**src/rtl/layer_compositor.sv**
```systemverilog
// layer_compositor: merges NUM_LAYERS colour-keyed sprite layers into one VGA
// pixel through a runtime-programmable priority table, and accumulates
// per-frame collision / off-road flags for the collider layer.
// Two-stage pipeline: stage 1 captures opacity and pixels, stage 2 resolves
// the priority mux. The priority table is double-buffered and committed
// when the first pixel of a frame reaches stage 2.
module layer_compositor #(
    parameter int                 NUM_LAYERS    = 8,
    parameter int                 COLOR_W       = 8,
    parameter logic [COLOR_W-1:0] MASK_VALUE    = 8'h62,
    parameter logic [COLOR_W-1:0] DEFAULT_COLOR = 8'h76,
    parameter int                 COLLIDER      = 0,
    parameter int                 X_MIN         = 166,
    parameter int                 X_MAX         = 414,
    parameter int                 IDX_W         = $clog2(NUM_LAYERS)
) (
    input  logic                          clk,
    input  logic                          reset,
    input  logic                          start_of_frame,
    input  logic [NUM_LAYERS*COLOR_W-1:0] layer_pixels,
    input  logic [NUM_LAYERS-1:0]         layer_enable,
    input  logic [10:0]                   pixel_x,
    input  logic                          prio_wr_en,
    input  logic [IDX_W-1:0]              prio_wr_rank,
    input  logic [IDX_W-1:0]              prio_wr_layer,
    output logic [COLOR_W-1:0]            rgb_out,
    output logic [NUM_LAYERS-1:0]         hit_live,
    output logic [NUM_LAYERS-1:0]         collision_flags,
    output logic                          off_road_flag
);

    localparam logic [10:0] X_MIN_L = 11'(X_MIN);
    localparam logic [10:0] X_MAX_L = 11'(X_MAX);

    logic [COLOR_W-1:0]    s1_pix_q    [NUM_LAYERS];
    logic [NUM_LAYERS-1:0] s1_opaque_q;
    logic                  s1_off_q;
    logic                  s1_sof_q;
    logic                  s1_valid_q;

    logic [IDX_W-1:0]      shadow_q    [NUM_LAYERS];
    logic [IDX_W-1:0]      shadow_d    [NUM_LAYERS];
    logic [IDX_W-1:0]      active_q    [NUM_LAYERS];
    logic [IDX_W-1:0]      tbl_use     [NUM_LAYERS];

    logic [NUM_LAYERS-1:0] opaque_in;
    logic                  off_in;
    logic [NUM_LAYERS-1:0] hit_s1;
    logic [COLOR_W-1:0]    rgb_d;
    logic [NUM_LAYERS-1:0] acc_q;
    logic                  off_acc_q;

    // Opacity of each incoming layer and the collider's road-edge test.
    always_comb begin
        opaque_in = '0;
        for (int i = 0; i < NUM_LAYERS; i++) begin
            opaque_in[i] = layer_enable[i] &&
                           (layer_pixels[i*COLOR_W +: COLOR_W] != MASK_VALUE);
        end
        off_in = opaque_in[COLLIDER] && ((pixel_x <= X_MIN_L) || (pixel_x >= X_MAX_L));
    end

    // Stage 1: capture pixels, opacity, off-road compare and frame start.
    always_ff @(posedge clk) begin
        if (reset) begin
            s1_opaque_q <= '0;
            s1_off_q    <= 1'b0;
            s1_sof_q    <= 1'b0;
            s1_valid_q  <= 1'b0;
            for (int i = 0; i < NUM_LAYERS; i++) s1_pix_q[i] <= '0;
        end else begin
            s1_opaque_q <= opaque_in;
            s1_off_q    <= off_in;
            s1_sof_q    <= start_of_frame;
            s1_valid_q  <= 1'b1;
            for (int i = 0; i < NUM_LAYERS; i++) s1_pix_q[i] <= layer_pixels[i*COLOR_W +: COLOR_W];
        end
    end

    // Shadow table update; out-of-range writes are dropped. The commit table is
    // the post-write shadow so a write landing on the commit cycle takes effect.
    always_comb begin
        for (int r = 0; r < NUM_LAYERS; r++) shadow_d[r] = shadow_q[r];
        if (prio_wr_en && (32'(prio_wr_rank) < NUM_LAYERS) && (32'(prio_wr_layer) < NUM_LAYERS)) begin
            shadow_d[prio_wr_rank] = prio_wr_layer;
        end
        for (int r = 0; r < NUM_LAYERS; r++) tbl_use[r] = s1_sof_q ? shadow_d[r] : active_q[r];
    end

    // Stage 2 priority mux (rank 0 wins) and collider overlap vector.
    always_comb begin
        rgb_d = DEFAULT_COLOR;
        for (int r = NUM_LAYERS - 1; r >= 0; r--) begin
            if (s1_opaque_q[tbl_use[r]]) rgb_d = s1_pix_q[tbl_use[r]];
        end
        hit_s1 = '0;
        for (int i = 0; i < NUM_LAYERS; i++) begin
            if (i != COLLIDER) hit_s1[i] = s1_opaque_q[COLLIDER] && s1_opaque_q[i];
        end
    end

    // Stage 2 registers, table commit and per-frame flag accumulation.
    always_ff @(posedge clk) begin
        if (reset) begin
            rgb_out         <= '0;
            hit_live        <= '0;
            collision_flags <= '0;
            off_road_flag   <= 1'b0;
            acc_q           <= '0;
            off_acc_q       <= 1'b0;
            for (int r = 0; r < NUM_LAYERS; r++) begin
                shadow_q[r] <= IDX_W'(r);
                active_q[r] <= IDX_W'(r);
            end
        end else begin
            for (int r = 0; r < NUM_LAYERS; r++) begin
                shadow_q[r] <= shadow_d[r];
                if (s1_sof_q) active_q[r] <= shadow_d[r];
            end
            if (s1_valid_q) begin
                rgb_out  <= rgb_d;
                hit_live <= hit_s1;
            end
            if (s1_sof_q) begin
                collision_flags <= acc_q;
                off_road_flag   <= off_acc_q;
                acc_q           <= hit_s1;
                off_acc_q       <= s1_off_q;
            end else begin
                acc_q     <= acc_q | hit_s1;
                off_acc_q <= off_acc_q | s1_off_q;
            end
        end
    end

endmodule

```
**config.mk**
```make
export PLATFORM = sky130hd
export DESIGN_NAME = layer_compositor
export DESIGN_NICKNAME = d
export VERILOG_FILES = /design/src/rtl/layer_compositor.sv
export SDC_FILE = /design/constraint.sdc
export NUM_CORES = 1
export LEC_CHECK = 0
export BUFFER_PORTS_ARGS = -buffer_cell sky130_fd_sc_hd__buf_2
export CAP_MARGIN = 20
export CORE_MARGIN = 10
export CORE_UTILIZATION = 60
export DETAILED_ROUTE_END_ITERATION = 6
export PLACE_DENSITY = 0.78
export SLEW_MARGIN = 20
export SYNTH_ARGS = -nofsm -noshare
export SYNTH_HDL_FRONTEND = slang
export SYNTH_SLANG_ARGS = --single-unit
```
**constraint.sdc**
```tcl
create_clock -name clk -period 3.2 [get_ports clk]
set_input_delay 0.32 -clock clk [delete_from_list [all_inputs] [get_ports clk]]
set_output_delay 0.32 -clock clk [all_outputs]
set_load 0.01 [all_outputs]
```
==> out/metrics.cfg, run 1 <==
[outcome]
status = finished, final reports clean

[layout]
final_area_sq_um = 13300
area.sequential_sq_um = 3330
multi_input_area_sq_um = 7580
antennaDiodeCount = 0
area.growth.synth_to_final_pct = 15.7
finish.net_count = 1478
final-instance-count-excl-fill = 1632
filler_cell_count = 1416
drive_above_1_share_pct = 25.6

[critical_path]
arrival_ns = 3.38
cp_cell_sequence = clkinvlp_4 > buf_12 > nand2_1 > buf_4 > nand2_1 > buf_6 > mux2i_1 > mux2i_1 > mux2i_1 > o221ai_1 > a41oi_1 > a211oi_1
timing.critical_path.to_type = register
cpLargestDelayFamily = buffers and inverters
worst_setup_path_start_kind = register
worst_path_largest_cell_delay_ns = 0.52
critical_path_depth = 12
reg2reg_to = rgb_out[7]
ff2ff_setup_slack_ns = 0.14
critical_path.most_common_cell = sky130_fd_sc_hd__mux2i_1
cp.required_ns = 3.51
crit_path_max_fanout = 28
ff2ff_path_depth = 12
rr_startpoint = s1_sof_q
timing.critical_path.slowest_stage_cell = sky130_fd_sc_hd__dfxtp_4
critical_path_buf_inv_count = 4
crit_type = register to register

[synth]
synth.yosys.warnings = 0
ys_top_cells_by_area = sky130_fd_sc_hd__dfxtp_1 (23%), sky130_fd_sc_hd__mux2i_1 (14%), sky130_fd_sc_hd__mux4_2 (9.8%)
synth.most_common_cell = sky130_fd_sc_hd__mux2i_1
synth.yosys.seq_area_share_pct = 29.0
postSynth.topFlopCell = sky130_fd_sc_hd__dfxtp_1
syn_area_sq_um = 11500
synth_async_sr_flop_share_pct = 0
netlist.top_cell.by_area = sky130_fd_sc_hd__dfxtp_1
synthDistinctLibCells = 79
ys_seq_elements = 154
post-synth-top-area-fraction_pct = 22.7
post_synth_inst_count = 1258
synth_enable_flop_cells = 24
syn_area_per_cell_sq_um = 9.11
post_synth_most_frequent_cells = sky130_fd_sc_hd__mux2i_1 (163), sky130_fd_sc_hd__nand2_1 (161), sky130_fd_sc_hd__dfxtp_1 (130)

[timing]
timing.clock.skew_ns = 0.0140
timing_max_transition_violations_final = 0
layout_min_cycle_time_ns = 3.06
timing.fmax_mhz = 327
slew_at_the_pin_closest_to_its_max_slew_limit_ns = 0.719
unrepaired_setup_endpoints_after_global_routing = no
final-setup-viol-count = 0
final_hold_violating_endpoints = 0
postLayoutSetupSlackWorst_ns = 0.139
period_share_pct = 95.7
maxSlewHeadroom_pct = 51.9

[pwr]
max-vdd-ir-drop_uv = 369
cellLeakagePower_nw = 5.47
powerDensity_nw_per_um2 = 425

[routing]
ant_nets = 0
via_per_inst = 6.91
dr.first_iter.drc_count = 1481
drtPass1Iterations = 6
drc = 0
detailroute.via_count = 11300
routed_wirelength_mm = 40.5
routed_wire_length_per_instance_microns = 24.8

[die]
floorplan.initialDensity_pct = 61.0
fp.dieArea_sq_um = 25000
floorplan.die.width_microns = 158
top_level_ports = 118
floorplan.core_area_sq_um = 18800
rows = 50
die_height_microns = 158

[clocking]
cts_post_setup_buffers_inserted = 0
cts-buffers-inserted = 17
clk_latency_ns = 0.44
cts.sink_count = 154
cts_hold_buf = 0
cts_htree_levels = 4
cts-root-to-sink-buffers = 2
cts-root-buf = sky130_fd_sc_hd__clkbuf_16
tritoncts = yes
clkTransAtPathRegs_ns = 0.07

[hold_path]
worst_hold_startpoint = pixel_x[10]
sink_of_the_worst_hold_path = s1_off_q
worst_hold_path_type = primary input to register
min_path_cells = 2

[place]
dpl-instance-area_sq_um = 12600
buffer_ports.inserted = 115
place.detailed.hpwl_mm = 29.7
pre_cts_slack_ns = -0.0516
gp_congestion = 1.07
place.detailed.instances = 1600

[grt]
grt_max_degree = 66
globalRouteOverflowTotal = 0
grt.total_usage_pct = 32.4
grt_antenna_before_repair = 0
grt_pass1_vias = 11100
grt_first_pass_wirelength_mm = 62.8

[run]
max-cap-violations = 0

## cells in the final DEF, fill, tap and decap left out, types with 7 or more instances in the layout
master	n
sky130_fd_sc_hd__nor4b_1	8
sky130_fd_sc_hd__mux2_2	36
sky130_fd_sc_hd__a211o_1	8
sky130_fd_sc_hd__mux4_2	50
sky130_fd_sc_hd__buf_2	114
sky130_fd_sc_hd__a21o_1	15
sky130_fd_sc_hd__a21oi_1	42
sky130_fd_sc_hd__o21ai_0	15
sky130_fd_sc_hd__a31oi_1	14
sky130_fd_sc_hd__nor2_1	106
sky130_fd_sc_hd__o22ai_1	9
sky130_fd_sc_hd__nand2b_1	9
sky130_fd_sc_hd__and3_1	19
sky130_fd_sc_hd__a211oi_1	26
sky130_fd_sc_hd__buf_4	87
sky130_fd_sc_hd__dfxtp_1	129
sky130_fd_sc_hd__a22oi_1	11
sky130_fd_sc_hd__edfxtp_1	24
sky130_fd_sc_hd__or2_2	7
sky130_fd_sc_hd__o211ai_1	16
sky130_fd_sc_hd__nand2_1	161
sky130_fd_sc_hd__mux2i_1	163
sky130_fd_sc_hd__buf_12	7
sky130_fd_sc_hd__nor2b_1	68
sky130_fd_sc_hd__clkbuf_16	18
sky130_fd_sc_hd__nand4_1	13
sky130_fd_sc_hd__nor4bb_1	9
sky130_fd_sc_hd__inv_1	17
sky130_fd_sc_hd__nand3_1	69
sky130_fd_sc_hd__a221oi_1	7
sky130_fd_sc_hd__a41oi_1	8
sky130_fd_sc_hd__a2111oi_0	7
## worst max-delay path by stage
| stage | from | to | slack (ns) |
|---|---|---|---|
| 2_1_floorplan | prio_wr_rank[0] | rgb_out[5] | 0.37 |
| 3_3_place_gp | prio_wr_en | rgb_out[7] | 0.03 |
| 3_5_place_dp | prio_wr_en | rgb_out[7] | -0.05 |
| 4_1_cts | s1_sof_q | rgb_out[7] | 0.15 |
| 5_1_grt | s1_sof_q | rgb_out[7] | 0.006 |
| 6_report | s1_sof_q | rgb_out[7] | 0.14 |
## registers in the layout, summed over array words and instances (netlist names)
| name | flops |
|---|---|
| active_q | 24 |
| shadow_q | 24 |
| s1_opaque_q | 8 |
| off_road_flag | 1 |
| s1_off_q | 1 |
| s1_valid_q | 1 |
| s1_sof_q | 1 |
| hit_live | 7 |
| s1_pix_q | 64 |
| off_acc_q | 1 |
| rgb_out | 8 |
| collision_flags | 7 |
| acc_q | 7 |
## cells by family (layout without fill, tap and decap cells)
group | Yosys count | in the layout | share of synthesized area [%]
flip-flops | 154 | 154 | 29.0
AO/OA/AOI/OAI | 236 | 236 | 15.6
other | 1 | 2 | 0.0327
multiplexers | 256 | 256 | 29.1
buffers and inverters | 120 | 259 | 4.95
AND/OR/NAND/NOR | 491 | 491 | 21.3
## stage by stage
step | TNS, ns | power, mW | hold slack [ns] | utilization, %
2_1_floorplan | 0 | 3.03 | 0.413 | -
3_3_place_gp | 0 | 3.48 | 0.420 | 67.3
3_5_place_dp | -0.0516 | 3.50 | 0.424 | 67.3
4_1_cts | 0 | 5.60 | 0.0897 | 70.6
5_1_grt | 0 | 5.81 | 0.106 | 70.6
6_report | 0 | 5.64 | 0.101 | 70.6
## metal layers
| layer | up-vias | track usage, % | share of wire (%) |
|---|---|---|---|
| li1 | 4976 | - | - |
| met1 | 5287 | 43.3 | 40 |
| met2 | 881 | 48.6 | 43 |
| met3 | 129 | 8.82 | 13 |
| met4 | 0 | 13.0 | 3.4 |
| met5 | - | 0 | 0 |
## power by group
| part | internal, mW | total [mW] | leakage (nW) | switching (mW) |
|---|---|---|---|---|
| sequential | 2.05 | 2.25 | 1.29 | 0.194 |
| combinational | 0.582 | 1.26 | 3.89 | 0.682 |
| clock | 1.22 | 2.12 | 0.292 | 0.907 |
## layout make-up
class	count	share of cell area (%)
Inverter	18	0.538
Tap cell	234	2.21
Sequential cell	154	25.1
Multi-Input combinational cell	985	57.2
Clock inverter	13	1.16
Timing Repair Buffer	209	10.4
Clock buffer	19	3.43
## repair_timing
action                                  4_1_cts  5_1_grt
endpoints found under the setup margin        0        2
gates resized for setup                       0        2
endpoints found under the hold margin         0        0
No activity file was read; power rests on OpenSTA's default activity.
==> run 2: changes to the inputs <==
Settings changed: BUFFER_PORTS_ARGS -buffer_cell sky130_fd_sc_hd__buf_2 to default, CORE_ASPECT_RATIO from default to 2, DONT_BUFFER_PORTS from default to 1, PLACE_DENSITY 0.78 to 0.73.
==> out/metrics.cfg, run 2 (synthesis gave the netlist of run 1 again) <==
[outcome]
status = finished, final reports clean

[grt]
globalRouteOverflowTotal = 0  ; unchanged
grt_pass1_vias = 10900  ; -1.9%
grt_max_degree = 94  ; +42%
grt_antenna_before_repair = 0  ; unchanged
grt.total_usage_pct = 33.7  ; +1.3 points
grt_first_pass_wirelength_mm = 65.7  ; +4.7%

[layout]
top_regs = s1_pix_q x64, active_q x24, shadow_q x24
finish.net_count = 1354  ; -8.4%
final_area_sq_um = 12700  ; -4.4%
largest-register = s1_pix_q
antennaDiodeCount = 0  ; unchanged
most-common-layout-cells = sky130_fd_sc_hd__mux2i_1 (163), sky130_fd_sc_hd__nand2_1 (161), sky130_fd_sc_hd__dfxtp_1 (129)
final-instance-count-excl-fill = 1529  ; -6.3%
layout_commonest_cell = sky130_fd_sc_hd__mux2i_1
drive_above_1_share_pct = 17.7  ; -7.9 points
area.growth.synth_to_final_pct = 10.6
largest_register_ff_count = 64  ; unchanged

[timing]
unrepaired_setup_endpoints_after_global_routing = yes
period_share_pct = 99.5  ; +3.8 points
layout_min_cycle_time_ns = 3.18  ; +0.123 ns
maxSlewHeadroom_pct = 37.0  ; -15 points
final-setup-viol-count = 0  ; unchanged
timing_max_transition_violations_final = 0  ; unchanged
worst_hold_slack_ns = 0.00173  ; -0.0997 ns
final_hold_violating_endpoints = 0  ; unchanged
slew_at_the_pin_closest_to_its_max_slew_limit_ns = 0.932  ; +0.213 ns
timing.fmax_mhz = 314  ; -3.8%
timing.clock.skew_ns = 0.00978  ; -0.00425 ns

[critical_path]
reg2reg_to = rgb_out[6]
rr_startpoint = s1_sof_q
arrival_ns = 3.52  ; +0.14 ns
worst_setup_path_start_kind = register
ff2ff_path_depth = 11  ; -1
crit_path_max_fanout = 26  ; -7.1%
timing.critical_path.to_type = register
ff2ff_setup_slack_ns = 0.02  ; -0.12 ns
cp.required_ns = 3.54  ; +0.03 ns
crit_type = register to register

[die]
floorplan.core_area_sq_um = 18800  ; +0.35%
die_height_microns = 215  ; +36%
floorplan.die.width_microns = 118  ; -26%
rows = 71  ; +42%
top_level_ports = 118  ; unchanged
fp.dieArea_sq_um = 25400  ; +1.3%
floorplan.initialDensity_pct = 60.8  ; -0.21 points

[place]
place.detailed.hpwl_mm = 31.4  ; +5.7%
place.detailed.instances = 1483  ; -7.3%
buffer_ports.inserted = 0  ; -100%
dpl-instance-area_sq_um = 11900  ; -5.9%
gp_congestion = 1.03  ; -3.8%

[clocking]
clk_latency_ns = 0.45  ; about the same
cts-buffers-inserted = 17  ; unchanged
cts-root-to-sink-buffers = 2  ; unchanged
clkTransAtPathRegs_ns = 0.07  ; about the same
cts-root-buf = sky130_fd_sc_hd__clkbuf_16
cts.sink_count = 154  ; unchanged
tritoncts = yes
cts_htree_levels = 4  ; unchanged

[routing]
drc = 0  ; unchanged
routed_wire_length_per_instance_microns = 29.1  ; +17%
routed_wirelength_mm = 44.5  ; +9.9%
via_per_inst = 7.22  ; +4.6%
dr.first_iter.drc_count = 1356  ; -8.4%
drtPass1Iterations = 6  ; unchanged
ant_nets = 0  ; unchanged
detailroute.via_count = 11000  ; -2.0%

[run]
max-cap-violations = 0  ; unchanged

[hold_path]
worst_hold_startpoint = layer_pixels[63]
sink_of_the_worst_hold_path = s1_pix_q[7][7]
min_path_cells = 1  ; -1
worst_hold_path_type = primary input to register

[pwr]
max-vdd-ir-drop_uv = 373  ; +1.2%
cellLeakagePower_nw = 4.94  ; -9.7%
powerDensity_nw_per_um2 = 434  ; +2.2%

[run 2: cell count changes in the layout (fill, tap and decap cells not counted), moves of 3 or more]
cell	change
sky130_fd_sc_hd__clkinvlp_4	-3
sky130_fd_sc_hd__clkinv_8	+4
sky130_fd_sc_hd__inv_8	+4
sky130_fd_sc_hd__inv_6	-3
sky130_fd_sc_hd__buf_4	-21
sky130_fd_sc_hd__buf_2	-114
sky130_fd_sc_hd__dlygate4sd3_1	+12
[run 2: cell type report]
type	instances	area [sq um]
clock inverters	15	176
inverters	18	67.6
flip-flops and latches	154	3330
well taps	255	319
fillers	1548	6170
multi-input cells	985	7600
repair buffers	85	754
clock buffers	17	425
[run 2: per-layer routing]
metal / vias to the layer above / GRT usage, % / part of all wire (%)
met1: 5123 / 34.4 / 30
met4: 0 / 28.9 / 10
met5: - / 0 / 0
li1: 4725 / - / -
met3: 284 / 7.97 / 11
met2: 911 / 56.8 / 49
[run 2: report_power, final]
group          switching (mW)  internal, mW
clock network            1.00          1.06
logic                   0.663         0.524
registers               0.205          2.05
total                    1.87          3.63
[run 2: metrics by stage]
stage	utilization (%)	power, mW	setup TNS (ns)	setup slack, ns
CTS	67.1	5.44	0	0.0367
finish	67.3	5.50	0	0.0164
floorplan	-	3.03	0	0.367
global placement	63.2	3.37	0	0.0497
detailed placement	63.2	3.38	0	0.0456
global route	67.3	5.64	-0.0322	-0.0322
[run 2: timing repair]
| action | 4_1_cts | 5_1_grt |
|---|---|---|
| hold buffers | 12 | 1 |
| endpoints found under the setup margin | 0 | 5 |
| endpoints found under the hold margin | 94 | 3 |
| gates resized for setup | 0 | 3 |
| setup buffers | 0 | 1 |
[run 2: worst max path at each step]
stage / from / endpoint / cells past startpoint
2_1_floorplan: prio_wr_rank[0] / rgb_out[5] / 12
3_3_place_gp: s1_sof_q / rgb_out[6] / 11
3_5_place_dp: s1_sof_q / rgb_out[6] / 11
4_1_cts: s1_sof_q / rgb_out[6] / 11
5_1_grt: s1_sof_q / rgb_out[6] / 11
6_report: s1_sof_q / rgb_out[6] / 11
[run 2: worst max-delay path: stages, from the launching register on]
cell,delay (ns)
sky130_fd_sc_hd__dfxtp_4,0.54
sky130_fd_sc_hd__buf_6,0.27
sky130_fd_sc_hd__nor2b_1,0.20
sky130_fd_sc_hd__o211ai_1,0.11
sky130_fd_sc_hd__o221ai_1,0.12
sky130_fd_sc_hd__a221oi_1,0.12
sky130_fd_sc_hd__o32a_1,0.36
sky130_fd_sc_hd__buf_4,0.19
sky130_fd_sc_hd__nand3b_1,0.36
sky130_fd_sc_hd__a21oi_2,0.34
sky130_fd_sc_hd__o221ai_1,0.21
sky130_fd_sc_hd__a31o_2,0.25
==> run 3: changes to the inputs <==
Settings changed: REMOVE_ABC_BUFFERS from default to 1.
==> out/metrics.cfg, run 3 (synthesis gave the netlist of run 1 again) <==
[outcome]
status = finished, final reports clean

[critical_path]
timing.critical_path.to_type = register
cp_cell_sequence = buf_4 > nor2b_1 > mux2i_1 > nand2_1 > buf_4 > mux2i_1 > mux2i_1 > mux2i_1 > o221ai_1 > a41oi_1 > a211oi_1
timing.critical_path.slowest_stage_cell = sky130_fd_sc_hd__buf_4
cp.required_ns = 3.53  ; about the same
crit_type = register to register
arrival_ns = 3.31  ; -0.21 ns
critical_path.most_common_cell = sky130_fd_sc_hd__mux2i_1
worst_path_largest_cell_delay_ns = 0.42  ; -0.12 ns
worst_setup_path_start_kind = register
crit_path_max_fanout = 32  ; +23%

[timing]
maxSlewHeadroom_pct = 34.6  ; -2.4 points
timing.fmax_mhz = 336  ; +7.0%
slew_at_the_pin_closest_to_its_max_slew_limit_ns = 0.968  ; +0.0362 ns
timing.clock.skew_ns = 0.00962  ; -0.000164 ns
final-setup-viol-count = 0  ; unchanged
period_share_pct = 93.0  ; -6.5 points
final_hold_violating_endpoints = 0  ; unchanged
timing_max_transition_violations_final = 0  ; unchanged
postLayoutSetupSlackWorst_ns = 0.224  ; +0.207 ns
unrepaired_setup_endpoints_after_global_routing = no
layout_min_cycle_time_ns = 2.98  ; -0.207 ns

[pwr]
switching_portion_of_total_power_pct = 33.0  ; -1.0 points
share_clk_of_total_power_pct = 35.6  ; -1.8 points
powerDensity_nw_per_um2 = 424  ; -2.3%
power_report.internal_total_mw = 3.59  ; -1.3%
max-vdd-ir-drop_uv = 315  ; -16%
sequentialPowerShare_pct = 41.8  ; +0.8 points
combinationalPowerShare_pct = 22.5  ; +0.9 points
net_switching_power_figure_mw = 1.76  ; -5.6%
cellLeakagePower_nw = 4.97  ; +0.49%

[layout]
filler_cell_count = 1577  ; +1.9%
drive_above_1_share_pct = 18.9  ; +1.3 points
largest_register_ff_count = 64  ; unchanged
most-common-layout-cells = sky130_fd_sc_hd__mux2i_1 (163), sky130_fd_sc_hd__nand2_1 (161), sky130_fd_sc_hd__dfxtp_1 (129)
final_core_utilization_pct = 67.0  ; -0.31 points
largest-register = s1_pix_q
final-instance-count-excl-fill = 1540  ; +0.72%
layout_commonest_cell = sky130_fd_sc_hd__mux2i_1
area.growth.synth_to_final_pct = 10.1
top_regs = s1_pix_q x64, active_q x24, shadow_q x24
final_area_sq_um = 12600  ; -0.45%
finish.net_count = 1364  ; +0.74%

[grt]
grt_antenna_before_repair = 1  ; +1
grt_max_degree = 101  ; +7.4%
global_route.usage.met2_pct = 57.3  ; +0.41 points
busiest_layer = met2
grt.met3_usage_pct = 8.16  ; +0.18 points
grt_pass1_vias = 10900  ; +0.19%
met1_usage_pct = 34.3  ; -0.19 points
globalRouteOverflowTotal = 0  ; unchanged
grt_first_pass_wirelength_mm = 66.1  ; +0.63%
grt.total_usage_pct = 34.0  ; +0.29 points

[die]
top_level_ports = 118  ; unchanged
rows = 71  ; unchanged
floorplan.die.width_microns = 118  ; unchanged
fp.dieArea_sq_um = 25400  ; unchanged
floorplan.core_area_sq_um = 18800  ; unchanged
floorplan.initialDensity_pct = 60.8  ; unchanged
die_height_microns = 215  ; unchanged

[run]
max-cap-violations = 0  ; unchanged

[clocking]
cts-root-buf = sky130_fd_sc_hd__clkbuf_16
cts_post_setup_buffers_inserted = 0  ; unchanged
tritoncts = yes
cts-buffers-inserted = 17  ; unchanged
clkTransAtPathRegs_ns = 0.07  ; about the same
cts_htree_levels = 4  ; unchanged
cts-root-to-sink-buffers = 2  ; unchanged
cts.sink_count = 154  ; unchanged
clk_latency_ns = 0.44  ; about the same

[routing]
drtPass1Iterations = 7  ; +1
detailroute.via_count = 10900  ; -1.1%
ant_nets = 0  ; unchanged
via_per_inst = 7.09  ; -1.8%
routed_wire_length_per_instance_microns = 28.8  ; -0.87%
routed_wirelength_mm = 44.4  ; -0.15%
dr.first_iter.drc_count = 1414  ; +4.3%
drc = 0  ; unchanged

[place]
buffer_ports.inserted = 0  ; unchanged
dpl-instance-area_sq_um = 12000  ; +1.1%
gp_congestion = 1.01  ; -1.8%
pre_cts_slack_ns = 0.140  ; +0.0947 ns
place.detailed.instances = 1505  ; +1.5%
place.detailed.hpwl_mm = 32.5  ; +3.5%

[hold_path]
worst_hold_path_type = primary input to register

==> run 3: cell type report <==
cell class	count	area [sq um]	share of cell area (%)
Multi-Input combinational cell	985	7580	60.1
Clock buffer	18	429	3.40
Tap cell	255	319	2.53
Clock inverter	14	110	0.873
Sequential cell	154	3330	26.4
Timing Repair Buffer	95	773	6.13
Inverter	18	67.6	0.536
Antenna cell	1	2.50	0.0198
==> run 3: metrics by stage <==
step	total power, mW	hold slack (ns)	TNS [ns]
finish	5.35	0.000441	0
global route	5.51	0.00458	0
CTS	5.30	0.00206	0
detailed placement	3.41	0.404	0
global placement	3.39	0.403	0
floorplan	2.96	0.389	-54.30
==> run 3: worst paths after layout <==
kind                                       start  depth (start not counted)  slack, ns             end
worst max-delay path                    s1_sof_q                         11       0.22      rgb_out[7]
worst min-delay path            layer_pixels[51]                          1     0.0004  s1_pix_q[6][3]
worst max register to register          s1_sof_q                         11       0.22      rgb_out[7]
worst min register to register          s1_off_q                          2       0.46       off_acc_q
==> run 3: timing repair <==
item	4_1_cts	5_1_grt
gates resized for setup	0	0
endpoints found under the hold margin	100	0
hold buffers	2	0
==> run 3: power by group through the flow <==
stage | clock network [mW] | registers, mW | logic [mW]
after detailed placement | 0 | 2.27 | 1.14
after global placement | 0 | 2.27 | 1.13
after global routing | 1.99 | 2.24 | 1.28
final | 1.91 | 2.24 | 1.21
after floorplan | 0 | 2.21 | 0.760
after CTS | 1.90 | 2.23 | 1.17
==> run 3: routing by layer <==
metal	share of wire (%)	routed length (microns)	vias up
met5	0	0	-
met4	9.9	4400	0
met3	8.3	3690	266
met2	49	22000	711
met1	32	14300	5212
li1	-	-	4736
==> run 3: critical path, delay by kind of cell (launching register included) <==
family | cells | cell delay (ns)
flip-flops | 1 | 0.37
buffers and inverters | 2 | 0.74
multiplexers | 4 | 0.89
AO/OA/AOI/OAI | 3 | 0.48
AND/OR/NAND/NOR | 2 | 0.38
